--- config.mk ---
export PLATFORM = sky130hd
export DESIGN_NAME = hack_cpu_core
export DESIGN_NICKNAME = d
export VERILOG_FILES = /design/src/rtl/hack_cpu_core.sv
export SDC_FILE = /design/constraint.sdc
export NUM_CORES = 1
export LEC_CHECK = 0
export CORE_MARGIN = 2
export CORE_UTILIZATION = 55
export CTS_CLUSTER_SIZE = 28
export DETAILED_ROUTE_END_ITERATION = 10
export PLACE_DENSITY_LB_ADDON = 0.25
export SLEW_MARGIN = 20
export SYNTH_ARGS = -nofsm -noshare
export SYNTH_HDL_FRONTEND = slang
export SYNTH_SLANG_ARGS = --single-unit
--- constraint.sdc ---
create_clock -name clock -period 6.8 [get_ports clock]
set_clock_uncertainty 0.1 [all_clocks]
set_input_delay 1.36 -clock clock [delete_from_list [all_inputs] [get_ports clock]]
set_output_delay 1.36 -clock clock [all_outputs]
set_load 0.02 [all_outputs]
--- src/rtl/hack_cpu_core.sv ---
// Hack CPU execution core: decodes the held instruction, drives the ALU and commits A/D/PC/memory writes.
// Latency: two cycles per instruction (FETCH handshake + EXEC), plus one cycle per FETCH stall.
// Backpressure: inst_ready is high only in FETCH; inst is ignored throughout EXEC.
module hack_cpu_core #(
    parameter int WIDTH = 16
) (
    input  logic               clock,
    input  logic               reset_n,
    input  logic [WIDTH-1:0]   inst,
    input  logic               inst_valid,
    output logic               inst_ready,
    input  logic [WIDTH-1:0]   inM,
    output logic [WIDTH-1:0]   outM,
    output logic               writeM,
    output logic [WIDTH-2:0]   addressM,
    output logic [WIDTH-2:0]   pc
);

    localparam int AW = WIDTH - 1;

    typedef enum logic {
        FETCH = 1'b0,
        EXEC  = 1'b1
    } state_t;

    state_t           state;
    logic [WIDTH-1:0] a_reg;
    logic [WIDTH-1:0] d_reg;
    logic [WIDTH-1:0] ir;
    logic [AW-1:0]    pc_reg;

    logic             is_c;
    logic             sel_m;
    logic             zx, nx, zy, ny, f, no;
    logic             dest_a, dest_d, dest_m;
    logic             j_lt, j_eq, j_gt;
    logic             unused_ir_bits;

    logic [WIDTH-1:0] alu_x, alu_y;
    logic [WIDTH-1:0] x_z, x_n, y_z, y_n, f_res;
    logic [WIDTH-1:0] alu_out;
    logic             alu_zr, alu_ng;
    logic             jump;
    logic [AW-1:0]    pc_inc;

    assign is_c   = ir[15];
    assign sel_m  = ir[12];
    assign zx     = ir[11];
    assign nx     = ir[10];
    assign zy     = ir[9];
    assign ny     = ir[8];
    assign f      = ir[7];
    assign no     = ir[6];
    assign dest_a = ir[5];
    assign dest_d = ir[4];
    assign dest_m = ir[3];
    assign j_lt   = ir[2];
    assign j_eq   = ir[1];
    assign j_gt   = ir[0];

    // The two bits between the opcode and the a-bit carry no meaning in the ISA.
    assign unused_ir_bits = ^ir[14:13];

    assign alu_x = d_reg;
    assign alu_y = sel_m ? inM : a_reg;

    always_comb begin
        x_z     = zx ? '0 : alu_x;
        x_n     = nx ? ~x_z : x_z;
        y_z     = zy ? '0 : alu_y;
        y_n     = ny ? ~y_z : y_z;
        f_res   = f ? (x_n + y_n) : (x_n & y_n);
        alu_out = no ? ~f_res : f_res;
    end

    assign alu_zr = (alu_out == '0);
    assign alu_ng = alu_out[WIDTH-1];
    assign jump   = (j_lt & alu_ng) | (j_eq & alu_zr) | (j_gt & ~alu_ng & ~alu_zr);
    assign pc_inc = pc_reg + AW'(1);

    // writeM comes straight off the state register so reset kills it without waiting for an edge.
    assign inst_ready = (state == FETCH);
    assign writeM     = (state == EXEC) & is_c & dest_m;
    assign outM       = alu_out;
    assign addressM   = a_reg[AW-1:0];
    assign pc         = pc_reg;

    always_ff @(posedge clock or negedge reset_n) begin
        if (!reset_n) begin
            state  <= FETCH;
            a_reg  <= '0;
            d_reg  <= '0;
            ir     <= '0;
            pc_reg <= '0;
        end else begin
            case (state)
                FETCH: begin
                    if (inst_valid) begin
                        ir    <= inst;
                        state <= EXEC;
                    end
                end
                EXEC: begin
                    if (!is_c) begin
                        a_reg  <= ir;
                        pc_reg <= pc_inc;
                    end else begin
                        // Jump target and store address both use A as it was before this commit.
                        if (dest_a) a_reg <= alu_out;
                        if (dest_d) d_reg <= alu_out;
                        pc_reg <= jump ? a_reg[AW-1:0] : pc_inc;
                    end
                    state <= FETCH;
                end
                default: state <= FETCH;
            endcase
        end
    end

endmodule

==> impl_summary.txt, run 1 <==
----------------------------------------------------
[Status]
  Run status ... finished clean

[Pwr]
  Power density normalized to cell area ... 536 nW/µm²
  Leakage power figure ... roughly 2.7 nW
  Max rail drop VDD ... 319 µV

[Timing]
  Worst slew slack as a fraction of its limit ... 0.333
  Highest attainable clock frequency ... 0.152 GHz
  Setup TNS Final ... 0 ps
  Min Hold Slack ... 384 ps
  Final hold violations ... 0
  Period Utilization, post-route ... 0.966
  Worst-margin pin slew ... around 1000 ps
  Setup repair after global routing missed its margin ... false
  Post-layout minimum cycle time ... 6570 ps
  Slew Viols, Final ... 0
  Final count of negative-setup-slack endpoints ... 0

[Global route]
  Gr usage total ... 0.269
  Total global routing overflow ... 0
  Global-route wire length before repair ... 21100 µm
  Initial antenna violation count ... 0
  Pin count of the biggest net entering global routing ... between 60 and 70
  Via count of the first global-routing pass ... about 4300

[Setup path]
  Setup Crit Path Kind ... input pin to output pin
  Buffers and inverters on the worst path ... 3
  Critical Path RT ... about 5300 ps
  CP Cell Sequence ... clkdlybuf4s50_1 -> mux2i_1 -> nor2_1 -> xor2_1 -> ha_1 -> a21o_1 -> a31o_2 -> o21ai_1 -> nand3_1 -> a311o_1 -> xor2_1 -> mux2_2 -> and2_1 -> inv_1 -> clkdlybuf4s50_1
  Kind of cell adding the most delay to the critical path ... buffers and inverters
  Max stage delay cell, worst path ... sky130_fd_sc_hd__clkdlybuf4s50_1
  Endpoint type of the worst setup path ... output pin
  Crit path launch type ... input pin
  Data arrival time at the worst-slack endpoint ... roughly 5100 ps
  Maximum cell stage delay along the critical path ... 610 ps
  Maximum fanout along the worst path ... 7

[Logic synthesis]
  Distinct cells, synth ... 54
  Synthesized cell area ... between 5000 and 6000 µm²
  Post-synthesis cell count ... 566
  Commonest register cell after synthesis ... sky130_fd_sc_hd__dfrtp_1
  Sequential share of the synthesized area ... 0.317
  Number of enable flip-flop cells after synthesis ... 0
  Post-synthesis async set-or-reset flop share ... 1.00
  Yosys Warn Count ... 0
  Post-synth net total ... 619
  Mapped Avg Cell Area ... 8.93 µm²
  Total of flip-flops plus latches after synthesis ... 64

[Routing]
  Final routed wirelength across all metal layers ... between 10000 and 15000 µm
  Number of vias in the routed layout ... 4347
  Per-cell via count in the routed design ... ~6
  Antenna viol nets, final ... 0
  Wire length per cell ... 17.4 µm
  # DRC ... 0
  Router iterations before antenna repair ... 5
  Starting DRC count in detailed routing ... 202

[Die]
  Core Rows ... 34
  Die boundary height ... between 90 and 100 µm
  Die area ... 9970 µm²
  Initial standard-cell utilization of the core ... 0.574
  Std-Cell Core Area ... 8810 µm²
  Io pins ... just over 80
  Die width ... 99.9 µm

[Cells and area]
  Final-stage net count ... 677
  Final core utilization ... 0.692
  Antenna diode instance count ... 0
  Number of fill cells in the layout ... approximately 700
  Share of post-route cells with drive strength above 1 ... 0.122
  Finished Layout Cells ... 737
  Summed area of non-filler cells in the final layout ... about 6000 µm²
  Synthesis-to-layout area growth ... 20.5%

[Placed design]
  Dpl cell area ... around 5900 µm²
  Placed wire-length estimate after detailed placement ... 9420 µm
  Weighted congestion at the end of routability-driven global placement ... 0.946
  Placed insts ... 721
  Number of port buffers ... 82

[Clock network]
  Clock sink count ... 64
  Post-CTS clock slew at the launch and capture registers of the worst setup and hold paths ... about 70 ps
  Clock H-tree levels ... 3
  Source-to-sink clock delay at the later pin of the worst-skew pair ... 340 ps
  Buffer depth of the longest clock path ... 2
  Root buffer selected by CTS ... sky130_fd_sc_hd__clkbuf_8
  TritonCTS clock tree ... yes
  CTS buffer count ... 9
  Hold-fix buffers, CTS ... 0

[Min path]
  Worst hold path type ... flop to flop

[Flow run]
  Number of max-capacitance violations reported ... 0

----------------------------------------------------
-- cell usage in the layout (no fill, tap or decap), types with 20 or more instances in the layout --
cell type / netlist / layout
sky130_fd_sc_hd__xor2_1: 20 / 20
sky130_fd_sc_hd__mux2i_1: 46 / 46
sky130_fd_sc_hd__clkdlybuf4s50_1: 0 / 79
sky130_fd_sc_hd__inv_1: 26 / 26
sky130_fd_sc_hd__o21ai_0: 38 / 36
sky130_fd_sc_hd__xnor2_1: 31 / 31
sky130_fd_sc_hd__nand2_1: 44 / 44
sky130_fd_sc_hd__dfrtp_1: 64 / 64
sky130_fd_sc_hd__nor2_1: 43 / 43
sky130_fd_sc_hd__mux2_2: 28 / 28
-- per-layer routing --
layer / track usage / share of wire
met1: 0.368 / 0.45
met2: 0.440 / 0.48
met3: 0.0383 / 0.047
met4: 0.0896 / 0.026
met5: 0 / 0
-- synthesized netlist by cell type, types with 2 or more instances --
library cell / count / area, µm²
sky130_fd_sc_hd__a211o_1: 5 / 43.8
sky130_fd_sc_hd__a211oi_1: 4 / 30.0
sky130_fd_sc_hd__a21o_1: 7 / 52.6
sky130_fd_sc_hd__a21oi_1: 17 / 85.1
sky130_fd_sc_hd__a22oi_1: 8 / 60.1
sky130_fd_sc_hd__a22oi_2: 6 / 75.1
sky130_fd_sc_hd__a311o_1: 4 / 40.0
sky130_fd_sc_hd__a311oi_2: 2 / 30.0
sky130_fd_sc_hd__a31o_2: 2 / 17.5
sky130_fd_sc_hd__a31oi_1: 4 / 25.0
sky130_fd_sc_hd__and3_1: 10 / 62.6
sky130_fd_sc_hd__buf_1: 7 / 26.3
sky130_fd_sc_hd__buf_2: 3 / 15.0
sky130_fd_sc_hd__buf_4: 17 / 128
sky130_fd_sc_hd__buf_6: 2 / 22.5
sky130_fd_sc_hd__clkbuf_1: 24 / 90.1
sky130_fd_sc_hd__dfrtp_1: 64 / 1600
sky130_fd_sc_hd__ha_1: 17 / 213
sky130_fd_sc_hd__inv_1: 26 / 97.6
sky130_fd_sc_hd__mux2_2: 28 / 315
sky130_fd_sc_hd__mux2i_1: 46 / 460
sky130_fd_sc_hd__nand2_1: 44 / 165
sky130_fd_sc_hd__nand2b_1: 19 / 119
sky130_fd_sc_hd__nand3_1: 12 / 60.1
sky130_fd_sc_hd__nand3b_1: 3 / 22.5
sky130_fd_sc_hd__nand4_1: 3 / 18.8
sky130_fd_sc_hd__nand4b_1: 2 / 17.5
sky130_fd_sc_hd__nor2_1: 43 / 161
sky130_fd_sc_hd__nor2b_1: 7 / 43.8
sky130_fd_sc_hd__nor3_1: 7 / 35.0
sky130_fd_sc_hd__nor3b_1: 3 / 22.5
sky130_fd_sc_hd__nor4b_1: 4 / 35.0
sky130_fd_sc_hd__o211ai_1: 2 / 15.0
sky130_fd_sc_hd__o21ai_0: 38 / 190
sky130_fd_sc_hd__o21ai_1: 2 / 10.0
sky130_fd_sc_hd__o311ai_0: 2 / 17.5
sky130_fd_sc_hd__o31ai_1: 2 / 15.0
sky130_fd_sc_hd__or3_1: 4 / 25.0
sky130_fd_sc_hd__or4_1: 2 / 15.0
sky130_fd_sc_hd__xnor2_1: 31 / 272
sky130_fd_sc_hd__xor2_1: 20 / 175
-- logic make-up (layout without fill, tap and decap cells) --
logic type | after synthesis | in the layout | share of synthesized area
flops | 64 | 64 | 0.317
fa+ha+maj | 18 | 18 | 0.0460
simple gates | 168 | 168 | 0.166
mux | 74 | 74 | 0.153
buf+inv | 79 | 142 | 0.0750
xor+xnor | 51 | 51 | 0.0884
compound gates | 112 | 112 | 0.154
-- metrics by stage --
stage	total power, mW	worst slack (ps)
2_1_floorplan	2.17	1030
3_3_place_gp	2.86	238
3_5_place_dp	2.90	118
4_1_cts	3.25	103
5_1_grt	3.49	52.5
6_report	3.26	234
-- power breakdown --
| group | internal (mW) | total (mW) | switching, mW |
|---|---|---|---|
| clock | 0.179 | 0.339 | 0.160 |
| sequential | 0.528 | 0.679 | 0.151 |
| combinational | 1.02 | 2.24 | 1.22 |
-- worst paths after layout --
check | from | to | slack, ps | cells after the start
min in group asynchronous | reset_n | pc[1] | 1100 | 2
min reg2reg | alu_x[2] | alu_x[2] | 380 | 2
min | alu_x[2] | alu_x[2] | 380 | 2
max in group asynchronous | reset_n | ir[7] | 4970 | 2
max | inM[4] | outM[15] | 230 | 15
max reg2reg | ir[12] | pc[11] | 1310 | 17
-- layout make-up --
| type | instances | area (µm²) | share of cell area |
|---|---|---|---|
| multi-input cells | 423 | 3090 | 0.507 |
| flip-flops and latches | 64 | 1600 | 0.263 |
| repair buffers | 100 | 968 | 0.159 |
| clock buffers | 11 | 141 | 0.0232 |
| well taps | 108 | 135 | 0.0222 |
| inverters | 26 | 97.6 | 0.0160 |
| clock inverters | 5 | 56.3 | 0.00924 |
-- worst min-delay path: stages, from the launching register on --
cell                      delay [ps]
sky130_fd_sc_hd__dfrtp_1         340
sky130_fd_sc_hd__nand2_1          50
sky130_fd_sc_hd__o21ai_0          60
-- repair_timing --
item                       in CTS  in global routing
setup endpoints to repair       0                  3
buffers inserted                0                  0
gates resized for setup         0                  4
(Power assumes the default switching activity.)
==> run 2: changes to the inputs <==
--- a/config.mk
+++ b/config.mk
@@ -9,7 +9,7 @@
 export CORE_UTILIZATION = 55
 export CTS_CLUSTER_SIZE = 28
 export DETAILED_ROUTE_END_ITERATION = 10
-export PLACE_DENSITY_LB_ADDON = 0.25
+export PLACE_DENSITY = 0.82
 export SLEW_MARGIN = 20
 export SYNTH_ARGS = -nofsm -noshare
 export SYNTH_HDL_FRONTEND = slang
==> run 2 against run 1 <==
Compared with the run above: sequential cell count did not move; sequential power barely moved; sequential share of layout area fell by 0.15 points; setup slack got worse by 49 ps; critical endpoint is now outM[10]; largest power group unchanged.
==> impl_summary.txt, run 2 (synthesis results as in run 1) <==
----------------------------------------------------
[Die]
  Die boundary height ... 99.9 µm (unchanged)
  Initial standard-cell utilization of the core ... 0.574 (unchanged)
  Die width ... 99.9 µm (unchanged)
  Std-Cell Core Area ... 8810 µm² (unchanged)
  Die area ... 9970 µm² (unchanged)
  Io pins ... 83 (unchanged)
  Core Rows ... 34 (unchanged)

[Pwr]
  Clk pwr share ... 0.114 (+0.010)
  Power density normalized to cell area ... 543 nW/µm² (+1.4%)
  Internal power summed over all cells ... 1.79 mW (+3.1%)
  Portion of total power attributed to sequential cells ... 0.204 (-0.004)
  Overall power ... 3.33 mW (+1.9%)
  Max rail drop VDD ... 366 µV (+15%)
  Switching fraction of total power ... 0.463 (-0.00585)
  Net Switching ... 1.54 mW (+0.68%)
  Part of the power in combinational logic ... 0.682 (-0.006)
  Leakage power figure ... 2.67 nW (+0.75%)

[Global route]
  Gr usage total ... 0.259 (-0.00986)
  Initial antenna violation count ... 0 (unchanged)
  Global-route wire length before repair ... 20600 µm (-2.8%)
  Via count of the first global-routing pass ... 4253 (-0.19%)
  Pin count of the biggest net entering global routing ... 65 (unchanged)
  Total global routing overflow ... 0 (unchanged)

[Cells and area]
  Synthesis-to-layout area growth ... 21.2%
  Antenna diode instance count ... 0 (unchanged)
  Finished Layout Cells ... 738 (+0.14%)
  Sequential standard cell area ... 1600 µm² (unchanged)
  Final-stage net count ... 678 (+0.15%)
  Most common cell after layout, fill and taps aside ... sky130_fd_sc_hd__clkdlybuf4s50_1
  Combined area of the multi-input logic cells ... 3090 µm² (about the same)
  Number of fill cells in the layout ... 678 (-4.2%)
  Most used cells in the layout excluding fill and tap cells ... 79 x sky130_fd_sc_hd__clkdlybuf4s50_1, 64 x sky130_fd_sc_hd__dfrtp_1, 46 x sky130_fd_sc_hd__mux2i_1
  Share of post-route cells with drive strength above 1 ... 0.122 (-0.000194)

[Clock network]
  Count of buffers added by post-CTS timing repair for setup ... 0 (unchanged)
  Clock H-tree levels ... 3 (unchanged)
  Root buffer selected by CTS ... sky130_fd_sc_hd__clkbuf_8
  Source-to-sink clock delay at the later pin of the worst-skew pair ... 350 ps (about the same)
  Clock sink count ... 64 (unchanged)
  TritonCTS clock tree ... yes
  Post-CTS clock slew at the launch and capture registers of the worst setup and hold paths ... 70 ps (about the same)
  CTS buffer count ... 9 (unchanged)
  Buffer depth of the longest clock path ... 2 (unchanged)

[Setup path]
  Maximum fanout along the worst path ... 5 (-2)
  Worst R2R Setup Slack ... 1080 ps (-230 ps)
  Crit path launch type ... input pin
  Data arrival time at the worst-slack endpoint ... 5150 ps (+40 ps)
  Buffers and inverters on the worst path ... 2 (-1)
  Maximum cell stage delay along the critical path ... 650 ps (+40 ps)
  Max stage delay cell, worst path ... sky130_fd_sc_hd__clkdlybuf4s50_1
  Critical Path RT ... 5340 ps (about the same)
  Endpoint type of the worst setup path ... output pin
  Kind of cell adding the most delay to the critical path ... buffers and inverters
  CP Cell Sequence ... clkdlybuf4s50_1 -> mux2i_1 -> nor2_1 -> xor2_1 -> ha_1 -> fa_1 -> a21o_1 -> a221oi_2 -> a22oi_1 -> nor4b_1 -> a311o_1 -> mux2i_1 -> xnor2_2 -> clkdlybuf4s50_1
  Setup Crit Path Kind ... input pin to output pin

[Routing]
  Starting DRC count in detailed routing ... 267 (+32%)
  Antenna viol nets, final ... 0 (unchanged)
  Final routed wirelength across all metal layers ... 13000 µm (+1.0%)
  Wire length per cell ... 17.6 µm (+0.89%)
  Number of vias in the routed layout ... 4455 (+2.5%)
  Per-cell via count in the routed design ... 6.04 (+2.3%)
  Router iterations before antenna repair ... 5 (unchanged)
  # DRC ... 0 (unchanged)

[Placed design]
  Number of port buffers ... 82 (unchanged)
  Post-placement worst setup slack ... 85.5 ps (-32.2 ps)
  Weighted congestion at the end of routability-driven global placement ... 0.962 (+1.7%)
  Placed insts ... 722 (+0.14%)
  Placed wire-length estimate after detailed placement ... 9400 µm (-0.17%)

[Timing]
  Worst Slack Setup Final ... 186 ps (-49.0 ps)
  Slew Viols, Final ... 0 (unchanged)
  Min Hold Slack ... 385 ps (+0.638 ps)
  Worst-margin pin slew ... 976 ps (-21.6 ps)
  Final hold violations ... 0 (unchanged)
  Worst slew slack as a fraction of its limit ... 0.348 (+0.0144)
  Highest attainable clock frequency ... 0.151 GHz (-0.74%)
  Period Utilization, post-route ... 0.973 (+0.00720)
  Final count of negative-setup-slack endpoints ... 0 (unchanged)
  Post-layout minimum cycle time ... 6610 ps (+49.0 ps)
  Setup TNS Final ... 0 ps (unchanged)
  Setup repair after global routing missed its margin ... false

[Status]
  Run status ... finished clean

[Flow run]
  Number of max-capacitance violations reported ... 0 (unchanged)

[Min path]
  Worst hold path type ... flop to flop

----------------------------------------------------
-- run 2: per-layer routing --
layer	GRT usage	part of all wire
met5	0	0
met4	0.0748	0.016
met3	0.0404	0.057
met2	0.439	0.50
met1	0.344	0.43
-- run 2: area by class of cell --
cell class | instances | area share
clock inverter | 4 | 0.0125
sequential | 64 | 0.261
inverter | 26 | 0.0159
clock buffer | 12 | 0.0237
timing repair buffer | 101 | 0.159
tap | 108 | 0.0221
multi-input combinational | 423 | 0.505
-- run 2: worst paths after layout --
check,startpoint,end,depth (start not counted)
worst max-delay path,inM[0],outM[10],14
worst min-delay path,alu_x[15],alu_x[15],2
worst max register to register,ir[12],pc[10],18
worst min register to register,alu_x[15],alu_x[15],2
max in group asynchronous,reset_n,alu_x[12],2
min in group asynchronous,reset_n,pc[1],2
-- run 2: tightest hold or removal path, cell delays in order (launching register included) --
cell and delay [ps]:
sky130_fd_sc_hd__dfrtp_1 350, sky130_fd_sc_hd__nand2_1 40, sky130_fd_sc_hd__o21ai_0 60
-- run 2: what timing repair did --
action,4_1_cts,5_1_grt
hold buffers,0,0
setup endpoints to repair,0,3
resized for setup,0,4
-- run 2: power groups by stage --
stage	clock network [mW]	logic [mW]	registers (mW)
floorplan	0	1.49	0.677
global placement	0	2.17	0.675
detailed placement	0	2.23	0.684
CTS	0.382	2.25	0.677
global route	0.398	2.43	0.699
finish	0.379	2.27	0.679
-- run 2: through the flow --
stage	utilization	cell area (µm²)
after global routing	0.696	6120
after detailed placement	0.669	5890
after global placement	0.669	5890
after CTS	0.694	6110
after floorplan	-	5050
final	0.696	6120
